**config.mk**
```make
export PLATFORM = sky130hd
export DESIGN_NAME = accel_pwm_command
export DESIGN_NICKNAME = d
export VERILOG_FILES = /design/src/rtl/accel_pwm_command_pkg.sv /design/src/rtl/accel_pwm_command_slew_limiter.sv /design/src/rtl/accel_pwm_command.sv
export SDC_FILE = /design/constraint.sdc
export NUM_CORES = 1
export LEC_CHECK = 0
export CORE_ASPECT_RATIO = 1.75
export CORE_UTILIZATION = 60
export DETAILED_ROUTE_END_ITERATION = 6
export GPL_ROUTABILITY_DRIVEN = 0
export PLACE_DENSITY = 0.83
export SYNTH_ARGS = -nofsm -noshare
export SYNTH_HDL_FRONTEND = slang
export SYNTH_SLANG_ARGS = --single-unit
```
**constraint.sdc**
```tcl
create_clock -name CLOCK_50 -period 13.94 [get_ports CLOCK_50]
set_input_delay 2.788 -clock CLOCK_50 [delete_from_list [all_inputs] [get_ports CLOCK_50]]
set_output_delay 2.788 -clock CLOCK_50 [all_outputs]
set_load 0.005 [all_outputs]
```
**src/rtl/accel_pwm_command_pkg.sv**
```systemverilog
// Shared widths, FSM encoding and the level-to-duty mapping for the accelerometer
// to PWM command path.
package accel_pwm_command_pkg;

    localparam int SAMPLE_W = 12;
    localparam int CMD_W    = 10;
    localparam int WIN_LOG2 = 3;
    localparam int WIN      = 1 << WIN_LOG2;
    localparam int SUM_W    = SAMPLE_W + WIN_LOG2;
    localparam int LEVEL_W  = SAMPLE_W + 1;
    localparam int CMD_MAX  = (1 << CMD_W) - 1;

    typedef enum logic [1:0] {
        ST_IDLE   = 2'd0,
        ST_SUM    = 2'd1,
        ST_TARGET = 2'd2
    } avg_state_t;

    // Done in 32-bit arithmetic so the shifted excess can never wrap before the clamp.
    function automatic logic [CMD_W-1:0] level_to_target(
        input logic signed [LEVEL_W-1:0] level,
        input int                        deadband,
        input int                        gain_shift
    );
        int excess;
        int scaled;
        excess = int'(level) - deadband;
        if (excess <= 0) begin
            return '0;
        end
        scaled = excess << gain_shift;
        if (scaled > CMD_MAX) begin
            return CMD_W'(CMD_MAX);
        end
        return CMD_W'(scaled);
    endfunction

endpackage

```
**src/rtl/accel_pwm_command_slew_limiter.sv**
```systemverilog
// Moves the duty command toward the target by bounded steps on each slew tick;
// BRAKE forces the command to zero.
module accel_pwm_command_slew_limiter
    import accel_pwm_command_pkg::*;
#(
    parameter int RAMP_UP   = 4,
    parameter int RAMP_DOWN = 16
) (
    input  logic             CLOCK_50,
    input  logic             RESET,
    input  logic [CMD_W-1:0] target,
    input  logic             tick,
    input  logic             BRAKE,
    output logic [CMD_W-1:0] PWMinput
);

    logic [CMD_W-1:0] up_gap;
    logic [CMD_W-1:0] down_gap;
    logic [CMD_W-1:0] up_step;
    logic [CMD_W-1:0] down_step;

    // Each step is capped by the remaining gap, so the command lands exactly on target.
    always_comb begin
        up_gap    = target - PWMinput;
        down_gap  = PWMinput - target;
        up_step   = (up_gap > CMD_W'(RAMP_UP)) ? CMD_W'(RAMP_UP) : up_gap;
        down_step = (down_gap > CMD_W'(RAMP_DOWN)) ? CMD_W'(RAMP_DOWN) : down_gap;
    end

    always_ff @(posedge CLOCK_50 or posedge RESET) begin
        if (RESET) begin
            PWMinput <= '0;
        end else if (BRAKE) begin
            PWMinput <= '0;
        end else if (tick) begin
            if (PWMinput < target) begin
                PWMinput <= PWMinput + up_step;
            end else if (PWMinput > target) begin
                PWMinput <= PWMinput - down_step;
            end
        end
    end

endmodule

```
**src/rtl/accel_pwm_command.sv**
```systemverilog
// Accelerometer sample to motor duty command: 8-tap moving average, zero-g offset,
// deadband, gain with clamp, then slew limiting toward the PWM generator.
module accel_pwm_command
    import accel_pwm_command_pkg::*;
#(
    parameter int ZERO_G     = 0,
    parameter int DEADBAND   = 16,
    parameter int GAIN_SHIFT = 1,
    parameter int RAMP_DIV   = 50000,
    parameter int RAMP_UP    = 4,
    parameter int RAMP_DOWN  = 16
) (
    input  logic        CLOCK_50,
    input  logic        RESET,
    input  logic [11:0] ACCELdata,
    input  logic        ACCELvalid,
    input  logic        BRAKE,
    output logic [9:0]  PWMinput,
    output logic        TARGETvalid,
    output logic        SAMPLEdrop
);

    localparam int CNT_W = (RAMP_DIV > 1) ? $clog2(RAMP_DIV) : 1;
    localparam logic [CNT_W-1:0]    CNT_LAST  = CNT_W'(RAMP_DIV - 1);
    localparam logic [WIN_LOG2:0]   FILL_FULL = (WIN_LOG2 + 1)'(WIN);

    avg_state_t                  state;
    avg_state_t                  state_next;
    logic signed [SAMPLE_W-1:0]  win_buf [WIN];
    logic signed [SAMPLE_W-1:0]  new_sample;
    logic signed [SAMPLE_W-1:0]  oldest;
    logic signed [SUM_W-1:0]     sum;
    logic [WIN_LOG2-1:0]         wr_ptr;
    logic [WIN_LOG2:0]           fill;
    logic [CMD_W-1:0]            target;
    logic [CMD_W-1:0]            target_next;
    logic signed [LEVEL_W-1:0]   level;
    logic [CNT_W-1:0]            tick_cnt;
    logic                        tick;

    // ACCELvalid is a one-cycle strobe with no back-pressure: a sample is taken only
    // in IDLE; one arriving while SUM/TARGET run is discarded and flagged on SAMPLEdrop.
    always_ff @(posedge CLOCK_50 or posedge RESET) begin
        if (RESET) begin
            state <= ST_IDLE;
        end else begin
            state <= state_next;
        end
    end

    always_comb begin
        state_next = state;
        case (state)
            ST_IDLE:   if (ACCELvalid) state_next = ST_SUM;
            ST_SUM:    state_next = ST_TARGET;
            ST_TARGET: state_next = ST_IDLE;
            default:   state_next = ST_IDLE;
        endcase
    end

    // Negative tilt falls below the deadband inside the mapping, so it yields 0.
    always_comb begin
        level       = LEVEL_W'(sum >>> WIN_LOG2) - LEVEL_W'(ZERO_G);
        target_next = (fill == FILL_FULL) ? level_to_target(level, DEADBAND, GAIN_SHIFT) : '0;
    end

    always_ff @(posedge CLOCK_50 or posedge RESET) begin
        if (RESET) begin
            for (int i = 0; i < WIN; i++) begin
                win_buf[i] <= '0;
            end
            new_sample  <= '0;
            oldest      <= '0;
            sum         <= '0;
            wr_ptr      <= '0;
            fill        <= '0;
            target      <= '0;
            TARGETvalid <= 1'b0;
            SAMPLEdrop  <= 1'b0;
        end else begin
            TARGETvalid <= 1'b0;
            SAMPLEdrop  <= ACCELvalid && (state != ST_IDLE);
            case (state)
                ST_IDLE: begin
                    if (ACCELvalid) begin
                        new_sample <= $signed(ACCELdata);
                        oldest     <= win_buf[wr_ptr];
                    end
                end
                ST_SUM: begin
                    sum             <= sum + SUM_W'(new_sample) - SUM_W'(oldest);
                    win_buf[wr_ptr] <= new_sample;
                    wr_ptr          <= wr_ptr + WIN_LOG2'(1);
                    if (fill != FILL_FULL) begin
                        fill <= fill + (WIN_LOG2 + 1)'(1);
                    end
                end
                ST_TARGET: begin
                    target      <= target_next;
                    TARGETvalid <= 1'b1;
                end
                default: ;
            endcase
        end
    end

    // Slew tick divider; held at 0 while braking so the ramp restarts cleanly.
    assign tick = !BRAKE && (tick_cnt == CNT_LAST);

    always_ff @(posedge CLOCK_50 or posedge RESET) begin
        if (RESET) begin
            tick_cnt <= '0;
        end else if (BRAKE || tick) begin
            tick_cnt <= '0;
        end else begin
            tick_cnt <= tick_cnt + CNT_W'(1);
        end
    end

    accel_pwm_command_slew_limiter #(
        .RAMP_UP   (RAMP_UP),
        .RAMP_DOWN (RAMP_DOWN)
    ) u_slew (
        .CLOCK_50 (CLOCK_50),
        .RESET    (RESET),
        .target   (target),
        .tick     (tick),
        .BRAKE    (BRAKE),
        .PWMinput (PWMinput)
    );

endmodule
```
==> metrics.md, run 1 <==
| Metric | Value |
|---|---|
| Dominant synthesized flop cell | `dfrtp_1` |
| Register bit total from synthesis | `182` |
| Crit path buf inv count | `0` |
| CP startpoint kind | `flop` |
| Total power per unit cell area | `259 nW/um^2` |
| Clock Sinks | `182` |
| RSZ-0062 raised after global routing | `no` |
| Max-cap violations | `0` |
| Final hold viol count | `0` |
| Per-cell routed wire length | `17.3 um` |
| Largest net degree at the start of global routing | `112` |
| DR WL met3 | `644 um` |
| Switching power | `1.19 mW` |
| Final Hold Slack | `0.461 ns` |
| Most used cell, CP | `ha_1` |
| Clk buf depth | `2` |
| Clock Skew | `0.0101 ns` |
| R2r startpoint | `u_slew.PWMinput[0]` |
| DR DRC count | `0` |
| Syn nets | `1,070` |
| CP startpoint | `u_slew.PWMinput[0]` |
| WS Path Type | `flop to flop` |
| Async S/R FF share, synth | `100%` |
| Critical Path Fanout Max | `5` |
| Sequential Power Share | `31.3%` |
| Min-delay src | `tick_cnt[0]` |
| Max-slew violations | `0` |
| Total track usage | `26.6%` |
| Comb power frac | `51.1%` |
| Synthesized area per cell | `10.3 um^2` |
| Ant diodes | `0` |
| DRT iter0 DRCs | `320` |
| Reg2reg end | `u_slew.PWMinput[9]` |
| DRT met1 WL | `7740 um` |
| Cell count along the critical path | `19` |
| Internal power | `1.70 mW` |
| Worst-path clk slew | `0.07 ns` |
| Kind of end point of the critical path | `flop` |
| VDD IR max | `0.146 mV` |
| Worst endpoint required time | `14.29 ns` |
| CTS tree | `done` |
| Post-CTS sizing | `0` |
| EDFF count, synth | `0` |
| Most common cell after layout, fill and taps aside | `dfrtp_1` |
| Max frequency | `0.188 GHz` |
| Min Tclk post-route | `5.32 ns` |
| IO Pins | `28` |
| Synth Cell Area | `10,100 um^2` |
| R2r setup slk | `8.62 ns` |
| Area Growth Syn to Fin | `10.6%` |
| Row Count | `62` |
| Synth area leaders | `dfrtp_1, ha_1, mux2_2` |
| Max layer used | `met4` |
| Commonest non-fill, non-tap cells in the layout | `dfrtp_1, nand2_1, inv_1, o21ai_0, mux2_2` |
| Crit path DAT | `5.68 ns` |
| Final Setup Violations | `0` |
| Fin crit share | `38.2%` |
| Setup Fix Bufs, Post-CTS | `0` |
| Yosys warning total | `0` |
| Setup TNS | `0 ns` |
| Vias in the first global route | `7,596` |
| Die ar. | `17,400 um^2` |
| Vias/cell | `5.91` |
| WL met2 | `12,100 um` |
| Layout Nets | `1,079` |
| Detailed Place HPWL | `14,900 um` |
| Die X | `100 um` |
| Total overflow reported by the global router | `0` |
| Delay-heaviest family, CP | `simple AND/OR/NAND/NOR gates` |
| Number of CTS-inserted buffers | `17` |
| Antenna violations before repair | `0` |
| DRT antenna net count | `0` |
| First-pass GRT wire length | `35,800 um` |
| Htree depth | `4` |
| Initial Util | `61.5%` |
| Yosys cell types | `63` |
| Slew headroom | `28.6%` |
| Share of cells above drive strength 1 | `12.5%` |
| Leakage | `5.14 nW` |
| Register area share after synthesis | `45.0%` |
| Port-buffer cells | `27` |
| Fin area | `11,200 um^2` |
| Die Y | `174 um` |
| CP max stage delay | `0.61 ns` |
| Status | `complete, no violations` |
| Cell Area, Placed | `10,600 um^2` |
| Worst setup path endpoint | `u_slew.PWMinput[9]` |
| WL final | `21,300 um` |
| Synth Instances | `986` |
| Vias | `7,282` |
| Top-area cell type share of the netlist area | `45.0%` |
| FF-to-FF path depth | `19` |
| CP max stage cell | `or4b_2` |
| Root Buffer Master | `clkbuf_16` |
| Worst path cell trace | `ha_1 -> fa_1 -> and2_1 -> o221ai_1 -> nor4_1 -> nand4_1 -> nor4_4 -> or2b_1 -> ha_1 -> xor2_1 -> a22oi_1 -> ha_1 -> and3_1 -> a21oi_1 -> a31oi_1 -> a21o_1 -> a21oi_1 -> or4b_2 -> o2111ai_1` |
| Initial DRT Pass Iterations | `5` |
| Leading area contributor after synthesis | `dfrtp_1` |
| HP Class | `flop to flop` |
| Clk pwr share | `17.7%` |
| Switch share | `41.2%` |
| Worst Tran Pin Value | `1.07 ns` |
| Skew-Pair Late Insertion Delay | `0.44 ns` |
| Hold buffers post-CTS | `0` |
| Core Footprint | `16,400 um^2` |
-- cells by family after synthesis --
logic type | Yosys count | synth area share (%)
and+or+nand+nor | 256 | 11.8
AOI/OAI and AO/OA | 205 | 12.2
DFF | 182 | 45.0
buffers and inverters | 138 | 5.29
muxes | 91 | 11.9
adders and majority gates | 69 | 9.77
xor gates and xnor gates | 45 | 3.97
-- worst reg2reg max path: cells and delay by family, from the launching register on --
| family | cells | cell delay [ns] |
|---|---|---|
| AO/OA/AOI/OAI | 7 | 1.24 |
| XOR/XNOR | 1 | 0.25 |
| adder cells (fa/ha/maj) | 4 | 1.23 |
| flip-flops | 1 | 0.42 |
| AND/OR/NAND/NOR | 7 | 2.09 |
-- state kept, by name, summed over array words and instances, names as in the netlist --
| name | count |
|---|---|
| oldest | 12 |
| win_buf | 96 |
| SAMPLEdrop | 1 |
| target | 10 |
| TARGETvalid | 1 |
| new_sample | 12 |
| sum | 15 |
| state | 2 |
| wr_ptr | 3 |
| u_slew.PWMinput | 10 |
| tick_cnt | 16 |
| fill | 4 |
-- metrics by stage --
stage	power [mW]	util, %	worst slack, ns	instances
3_5_place_dp	2.36	64.2	8.27	1200
6_report	2.89	68.0	8.62	1232
5_1_grt	3.12	68.0	8.25	1232
3_3_place_gp	2.29	64.2	8.32	1200
4_1_cts	2.89	68.0	8.69	1232
2_1_floorplan	2.03	-	6.21	986
-- metal layers --
metal | GRT usage [%] | vias up
met4 | 14.6 | 0
met2 | 49.5 | 180
met1 | 28.2 | 3620
li1 | - | 3423
met5 | 0 | -
met3 | 3.79 | 59
-- cell type report --
class | instances | area, um^2
fillers | 1244 | 5260
clock inverters | 14 | 189
multi-input cells | 666 | 5040
repair buffers | 35 | 330
well taps | 224 | 280
inverters | 93 | 354
clock buffers | 18 | 439
flip-flops and latches | 182 | 4560
-- worst min path at each step --
stage	end	slack, ns	cells past startpoint
4_1_cts	tick_cnt[0]	0.46	1
3_5_place_dp	tick_cnt[0]	0.45	1
3_3_place_gp	tick_cnt[0]	0.44	1
2_1_floorplan	tick_cnt[0]	0.43	1
6_report	tick_cnt[0]	0.46	1
5_1_grt	tick_cnt[0]	0.48	1
-- cells in the mapped netlist, types with 7 or more instances --
| master | count |
|---|---|
| xor2_1 | 18 |
| o31ai_1 | 11 |
| clkbuf_1 | 32 |
| nor3_1 | 18 |
| xnor2_1 | 26 |
| a21o_1 | 10 |
| a21oi_1 | 43 |
| buf_2 | 7 |
| o21ai_0 | 84 |
| mux2i_1 | 18 |
| nor4_1 | 7 |
| fa_1 | 17 |
| dfrtp_1 | 182 |
| ha_1 | 51 |
| nor2_1 | 53 |
| mux2_2 | 55 |
| nand2b_1 | 11 |
| a31oi_1 | 9 |
| nor2b_1 | 10 |
| mux4_2 | 18 |
| inv_1 | 93 |
| a211oi_1 | 7 |
| nand2_1 | 112 |
| nand3_1 | 9 |
| o22ai_1 | 8 |
-- power groups by stage --
| stage | registers (mW) | logic [mW] | clock network (mW) |
|---|---|---|---|
| after CTS | 0.904 | 1.47 | 0.517 |
| after global placement | 0.900 | 1.39 | 0 |
| after global routing | 0.935 | 1.65 | 0.535 |
| after detailed placement | 0.912 | 1.45 | 0 |
| after floorplan | 0.834 | 1.19 | 0 |
| final | 0.905 | 1.48 | 0.511 |
Power figures use the tool's default switching activity.
==> run 2: changes to the inputs <==
==> constraint.sdc (replaced) <==
create_clock -name CLOCK_50 -period 5.26 [get_ports CLOCK_50]
set_input_delay 1.052 -clock CLOCK_50 [delete_from_list [all_inputs] [get_ports CLOCK_50]]
set_output_delay 1.052 -clock CLOCK_50 [all_outputs]
set_load 0.005 [all_outputs]
==> metrics.md, run 2 (synthesis results as in run 1) <==
| Metric | Value |
|---|---|
| Status | `complete, no violations` |
| Detailed Place HPWL | `15,100 um` |
| Vias/cell | `5.83` |
| WS Path Type | `flop to flop` |
| RSZ-0062 raised after global routing | `no` |
| Hold buffers post-CTS | `0` |
| Comb power frac | `53.6%` |
| Sequential Power Share | `30.1%` |
| Worst-path clk slew | `0.07 ns` |
| First-pass GRT wire length | `35,200 um` |
| Min Tclk post-route | `5.00 ns` |
| Slew headroom | `44.9%` |
| Final hold viol count | `0` |
| Max reg flops | `96` |
| Switch share | `41.3%` |
| Total track usage | `26.2%` |
| WL final | `21,300 um` |
| DRT antenna net count | `0` |
| Number of CTS-inserted buffers | `17` |
| Internal power | `4.48 mW` |
| Fin area | `11,300 um^2` |
| Commonest non-fill, non-tap cells in the layout | `dfrtp_1, nand2_1, inv_1, o21ai_0, mux2_2` |
| Per-cell routed wire length | `17.1 um` |
| Cell Area, Placed | `10,600 um^2` |
| Die Y | `174 um` |
| Kind of end point of the critical path | `flop` |
| DR DRC count | `0` |
| Top flop regs | `win_buf (96), tick_cnt (16), sum (15)` |
| Ant diodes | `0` |
| Htree depth | `4` |
| Area Growth Syn to Fin | `11.4%` |
| Most Used Layer, Global Route | `met2` |
| Grt met2 use | `47.8%` |
| Max-cap violations | `0` |
| Layout Nets | `1,092` |
| Critical Path Fanout Max | `4` |
| Skew-Pair Late Insertion Delay | `0.44 ns` |
| Core Footprint | `16,400 um^2` |
| Most common cell after layout, fill and taps aside | `dfrtp_1` |
| Largest net degree at the start of global routing | `116` |
| Row Count | `62` |
| Port-buffer cells | `27` |
| Fin crit share | `95.0%` |
| Antenna violations before repair | `0` |
| Setup TNS | `0 ns` |
| Share of cells above drive strength 1 | `14.1%` |
| Die ar. | `17,400 um^2` |
| HP Class | `flop to flop` |
| Root Buffer Master | `clkbuf_16` |
| Max-slew violations | `0` |
| Total power per unit cell area | `677 nW/um^2` |
| Clk pwr share | `16.3%` |
| Switching power | `3.15 mW` |
| Leakage | `5.17 nW` |
| Clock Skew | `0.0126 ns` |
| Top reg by flops | `win_buf` |
| Crit path DAT | `5.34 ns` |
| Clk buf depth | `2` |
| Max frequency | `0.200 GHz` |
| CP startpoint kind | `flop` |
| Worst endpoint required time | `5.60 ns` |
| DRT iter0 DRCs | `326` |
| Initial DRT Pass Iterations | `5` |
| Fill cells | `1,258` |
| Vias in the first global route | `7,549` |
| GRT met1 Usage | `27.9%` |
| Clock Sinks | `182` |
| M3 GR Usage | `4.15%` |
| IO Pins | `28` |
| Final Setup Violations | `0` |
| Vias | `7,259` |
| Worst Tran Pin Value | `0.827 ns` |
| Die X | `100 um` |
| VDD IR max | `0.386 mV` |
| CTS tree | `done` |
| Initial Util | `61.5%` |
| Total overflow reported by the global router | `0` |
[run 2: cell count changes in the layout (fill, tap and decap cells not counted), sizes merged]
cell,delta
buf,+13
bufinv,-2
clkbuf,+1
clkinv,+2
clkinvlp,+5
inv,-6
[run 2: routing by layer]
metal | vias up | share of wire [%]
li1 | 3439 | -
met1 | 3568 | 37
met2 | 179 | 56
met3 | 73 | 2.9
met4 | 0 | 4.0
met5 | - | 0
[run 2: what timing repair did]
| item | CTS | global route |
|---|---|---|
| setup endpoints to repair | 0 | 1 |
| buffers inserted | 0 | 4 |
| gates resized for setup | 0 | 5 |
[run 2: path summary, 6_finish.rpt]
kind | depth (start not counted) | from | endpoint | slack [ns]
worst max register to register | 18 | u_slew.PWMinput[0] | u_slew.PWMinput[9] | 0.26
worst min-delay path | 1 | tick_cnt[0] | tick_cnt[0] | 0.47
min in group asynchronous | 2 | RESET | u_slew.PWMinput[2] | 1.08
worst min register to register | 1 | tick_cnt[0] | tick_cnt[0] | 0.47
worst max-delay path | 18 | u_slew.PWMinput[0] | u_slew.PWMinput[9] | 0.26
max in group asynchronous | 3 | RESET | new_sample[7] | 3.15
[run 2: cell type report]
class,instances,area (um^2),share of cell area [%]
multi-input combinational,666,5060,44.9
tap,224,280,2.49
clock inverter,13,125,1.11
timing repair buffer,48,440,3.91
clock buffer,19,453,4.02
inverter,93,353,3.13
sequential,182,4560,40.4
[run 2: power groups by stage]
stage	registers [mW]	clock network, mW	logic, mW
5_1_grt	2.36	1.31	4.53
3_5_place_dp	2.32	0	3.96
2_1_floorplan	2.21	0	3.16
3_3_place_gp	2.28	0	3.82
6_report	2.30	1.24	4.09
4_1_cts	2.30	1.26	4.01
[run 2: per-stage QoR]
step | hold WS, ns | power (mW) | setup WS [ns] | utilization, % | std cells
2_1_floorplan | 0.425 | 5.37 | 0.517 | - | 986
3_3_place_gp | 0.441 | 6.10 | 0.211 | 64.7 | 1209
3_5_place_dp | 0.466 | 6.28 | 0.0253 | 64.7 | 1209
4_1_cts | 0.475 | 7.57 | 0.00188 | 68.2 | 1241
5_1_grt | 0.492 | 8.21 | 0.0182 | 68.5 | 1245
6_report | 0.470 | 7.64 | 0.260 | 68.5 | 1245
[run 2: worst max-delay path: stages (launching register included)]
cell,delay [ns]
dfrtp_1,0.41
ha_1,0.25
fa_1,0.50
and2_1,0.16
o221ai_1,0.13
nor4_1,0.30
nand4_1,0.21
nor4_4,0.22
or2b_1,0.26
ha_1,0.32
a22oi_1,0.18
ha_1,0.25
nor2b_1,0.15
o2111ai_2,0.22
a31oi_2,0.16
a21o_1,0.21
a21oi_2,0.16
or4b_2,0.60
o2111ai_1,0.22
